===== config.mk =====
export PLATFORM = sky130hd
export DESIGN_NAME = tff_updown_counter
export DESIGN_NICKNAME = d
export VERILOG_FILES = /design/src/rtl/tff_pkg.sv /design/src/rtl/tff_cell.sv /design/src/rtl/tff_updown_counter.sv
export SDC_FILE = /design/constraint.sdc
export NUM_CORES = 1
export LEC_CHECK = 0
export CAP_MARGIN = 15
export CORE_UTILIZATION = 35
export DETAILED_ROUTE_END_ITERATION = 7
export HOLD_SLACK_MARGIN = 0.03
export SLEW_MARGIN = 5
export SYNTH_ARGS = -nofsm -noshare
export SYNTH_HDL_FRONTEND = slang
export SYNTH_SLANG_ARGS = --single-unit

===== constraint.sdc =====
create_clock -name clk -period 3.6 [get_ports clk]
set_input_delay 0.36 -clock clk [delete_from_list [all_inputs] [get_ports clk]]
set_output_delay 0.36 -clock clk [all_outputs]
set_load 0.01 [all_outputs]

===== src/rtl/tff_pkg.sv =====
// Shared definitions for the toggle-flip-flop up/down counter:
// direction encodings and the toggle-enable vector computation.
package tff_pkg;

    localparam logic DIR_UP = 1'b1;
    localparam logic DIR_DN = 1'b0;

    localparam int MAX_WIDTH = 32;

    // Bit i toggles when counting and every lower bit is 1 (up) or 0 (down).
    // Bit 0 toggles whenever counting. Callers zero-extend q to MAX_WIDTH and
    // keep only their low WIDTH bits of the result.
    function automatic logic [MAX_WIDTH-1:0] toggle_vec(
        input logic [MAX_WIDTH-1:0] q,
        input logic                 up_dn,
        input logic                 en
    );
        logic [MAX_WIDTH-1:0] t;
        logic                 run;
        t   = '0;
        run = en;
        for (int i = 0; i < MAX_WIDTH; i++) begin
            t[i] = run;
            run  = run & ((up_dn == DIR_UP) ? q[i] : ~q[i]);
        end
        return t;
    endfunction

endpackage


===== src/rtl/tff_cell.sv =====
// Single T flip-flop cell: async active-low reset to a supplied value,
// synchronous clear and load, otherwise toggles when toggle=1.
module tff_cell (
    input  logic clk,
    input  logic reset,
    input  logic rst_val,
    input  logic clear,
    input  logic load,
    input  logic load_bit,
    input  logic toggle,
    output logic q
);

    // Priority: reset (async) > clear > load > toggle > hold.
    always_ff @(posedge clk or negedge reset) begin
        if (!reset) begin
            q <= rst_val;
        end else if (clear) begin
            q <= 1'b0;
        end else if (load) begin
            q <= load_bit;
        end else if (toggle) begin
            q <= ~q;
        end
    end

endmodule


===== src/rtl/tff_updown_counter.sv =====
// WIDTH-bit up/down counter built from T flip-flop cells.
// tc is combinational terminal count; wrap is a registered one-cycle pulse
// after a counting edge taken while tc=1.
// Optional feature: define TFF_CNT_SATURATE_EN to add the sat_mode input,
// which makes the counter stop at all-ones (up) or zero (down).
module tff_updown_counter
    import tff_pkg::*;
#(
    parameter int               WIDTH   = 8,
    parameter logic [WIDTH-1:0] RST_VAL = '0
) (
    input  logic             clk,
    input  logic             reset,
`ifdef TFF_CNT_SATURATE_EN
    input  logic             sat_mode,
`endif
    input  logic             clear,
    input  logic             load,
    input  logic [WIDTH-1:0] load_val,
    input  logic             en,
    input  logic             up_dn,
    output logic [WIDTH-1:0] q,
    output logic             tc,
    output logic             wrap
);

    logic [MAX_WIDTH-1:0] q_ext;
    logic [WIDTH-1:0]     toggle;
    logic                 at_ones;
    logic                 at_zero;
    logic                 sat_hold;
    logic                 count_en;

    // Terminal detection, saturation gating and toggle-enable generation.
    always_comb begin
        at_ones = &q;
        at_zero = ~|q;
        tc      = en & ((up_dn == DIR_DN) ? at_zero : at_ones);
`ifdef TFF_CNT_SATURATE_EN
        sat_hold = sat_mode & tc;
`else
        sat_hold = 1'b0;
`endif
        count_en = en & ~sat_hold;
        q_ext    = MAX_WIDTH'(q);
        toggle   = WIDTH'(toggle_vec(q_ext, up_dn, count_en));
    end

    // One T flip-flop per count bit.
    for (genvar i = 0; i < WIDTH; i++) begin : g_cell
        tff_cell u_cell (
            .clk      (clk),
            .reset    (reset),
            .rst_val  (RST_VAL[i]),
            .clear    (clear),
            .load     (load),
            .load_bit (load_val[i]),
            .toggle   (toggle[i]),
            .q        (q[i])
        );
    end

    // Wrap pulse: only a real counting step from a terminal value; clear,
    // load and saturation all suppress it.
    always_ff @(posedge clk or negedge reset) begin
        if (!reset) begin
            wrap <= 1'b0;
        end else begin
            wrap <= tc & ~clear & ~load & ~sat_hold;
        end
    end

endmodule


==> out/metrics.csv <==
metric,value,unit
run_status,finished clean,
synth.yosys.seq_area_share,30.5,%
overflow,0,
cp_common_cell,clkdlybuf4s50_1,
clk-insertion-delay-late,260,ps
avgSynthCellArea,8.68,um^2
timing.critical_path.arrival,2420,ps
ant_nets,0,
critPathKind,input pin to primary output,
max_slew.worst_pin.slew,496,ps
post_cts_hold_fix_bufs,0,
synthesis.area,738,um^2
dpl.cell_count,123,
critical_path.max_stage_delay,630,ps
placedInstanceArea,911,um^2
crit_start,up_dn,
edff_count_synth,0,
antennaDiodeCount,0,
synthMostInstantiatedCell,dfrtp_1,
clk_pin_slew,70,ps
boundaryPins,24,
grt_setup_unrepaired,no,
post-synth-top-area-cell,dfrtp_1,
finClkSkew,1.63,ps
design_area,937,um^2
layoutNonFillerInstCount,127,
setup_total_neg_slack,0,ps
routed_wire_length_per_instance,13.7,um
power.total,0.312,mW
netlist.area_leader.share,30.5,%
post_synthesis_net_count,99,
postRouteWirelength,1.73,mm
floorplan.die.height,47.9,um
timing_max_transition_violations_final,0,
irDropWorstVdd,183,uV
timing.fmax,0.360,GHz
cts_setup_buffers,0,
period_minus_slack,2780,ps
cp_top_family,buffers and inverters,
ys_top_cells_by_count,"dfrtp_1 (9), buf_4 (8), a21oi_1 (6), nand2_1 (6), nor2_1 (6)",
post-dp-hpwl,1.21,mm
ys_async_sr_fraction,100,%
post_cts_resize_count,0,
grt_usage,17.5,%
critical_path.n_buffers_inverters,2,
clk_root_buffer_cell,clkbuf_4,
synth-seq-cells,9,
yosysWarningCount,0,
timing.critical_path.to_type,primary output,
powerDensity,333,nW/um^2
multi_input_area,407,um^2
synth_cells,85,
max_slew_margin,66.7,%
gp_routability_congestion,0.746,
fp.dieW,47.9,um
worst-path-max-fanout,10,
fill_cells,206,
design.core.area,1980,um^2
clk_path_buf_depth,2,
r2r_start,g_cell[3].u_cell.q,
cts-buffers-inserted,3,
final-setup-viol-count,0,
synth_ff_type,dfrtp_1,
avgViaCountPerCell,5.20,
initial_antenna_violation_count,0,
yosysUniqueCellTypes,38,
pre_repair_dr_iteration_count,4,
cts.htree.levels,1,
flow.area_growth_from_synthesis,26.9,%
grt_pass1_wl,2.71,mm
class_of_the_tightest_hold_or_removal_check,input pin to asynchronous set/reset pin,
total_leakage_power,0.376,nW
fp.dieArea,2300,um^2
vias,660,
io_buffer_count,23,
final.period_utilization,77.2,%
cts_tree,yes,
cpMaxStageDelayCell,or4_4,
regArea,225,um^2
nets,115,
share_of_cells_above_drive_strength_1,12.0,%
path_cells,clkdlybuf4s50_1 -> or4_4 -> nor3_1 -> o21a_1 -> clkdlybuf4s50_1,
row_count,16,
final.hold.worst_slack,408,ps
crit_required,3240,ps
cts_sinks,9,
startpoint_type,input pin,
cap_viol_max_count,0,
report.final.hold_viol_count,0,
starting_density,37.2,%
remaining_drc_errors,0,
drt-initial-drc-count,9,
grt_max_degree,11,
number_of_global_route_vias_before_repair,584,
area_contributors_post_synth,"dfrtp_1 (31%), buf_4 (8.1%), a21oi_1 (4.1%), xor2_1 (3.6%), buf_6 (3.1%)",
layout by cell type, fill, tap and decap left out, drive strengths merged:
cell	count
or2	2
o221ai	1
nand3	1
a22o	1
o2bb2ai	1
and2	1
o21ai	2
a311oi	1
o31ai	1
mux2	1
o211a	1
nor3	4
o41ai	1
nand2	6
o211ai	1
xnor2	2
nor4b	1
or4	4
a22oi	1
dfrtp	9
xor2	3
inv	4
and3	1
or3	2
o21a	2
nor3b	1
nand4	3
clkbuf	4
a211oi	2
a21oi	6
a211o	1
clkdlybuf4s50	23
nor2	6
final cells by class:
type                       instances  area share [%]
inverter                           4            1.60
multi-input combinational         60            43.4
clock buffer                       4            2.80
timing repair buffer              23            24.6
sequential                         9            24.0
tap                               27            3.60
per-layer routing:
metal / wire length, um / up-vias / GRT usage [%]
met5: 0 / - / 0
met4: 19 / 0 / 6.67
met3: 90 / 4 / 4.91
met2: 754 / 24 / 26.2
met1: 869 / 298 / 23.7
li1: - / 334 / -
final timing paths:
path,slack (ps),to,cells past startpoint
worst max register to register,1640,g_cell[7].u_cell.q,4
worst min register to register,650,g_cell[3].u_cell.q,2
worst max-delay path,820,tc,5
worst min-delay path,410,g_cell[2].u_cell.q,1
min in group clk,650,g_cell[3].u_cell.q,2
max in group asynchronous,2880,g_cell[3].u_cell.q,1
cells by family (layout without fill, tap and decap cells):
kind of cell / Yosys count / count (layout) / synth area share [%]
xor+xnor: 5 / 5 / 5.93
flops: 9 / 9 / 30.5
mux: 1 / 1 / 2.03
compound gates: 22 / 22 / 21.7
buf+inv: 16 / 31 / 14.4
simple gates: 32 / 32 / 25.4
state kept, by name, indices dropped and copies added, names as in the netlist:
name and cells:
g_cell.u_cell.q 8, wrap 1
stage by stage:
step	utilization (%)	setup WS, ps
2_1_floorplan	-	1680
3_3_place_gp	46.0	855
3_5_place_dp	46.0	839
4_1_cts	47.3	826
5_1_grt	47.3	701
6_report	47.3	820
power by group:
group	internal [mW]	leakage, nW	switching, mW
clock	0.0428	0.0150	0.0393
combinational	0.0570	0.245	0.0433
sequential	0.111	0.117	0.0183
total	0.211	0.376	0.101
No activity file was read; power rests on OpenSTA's default activity.
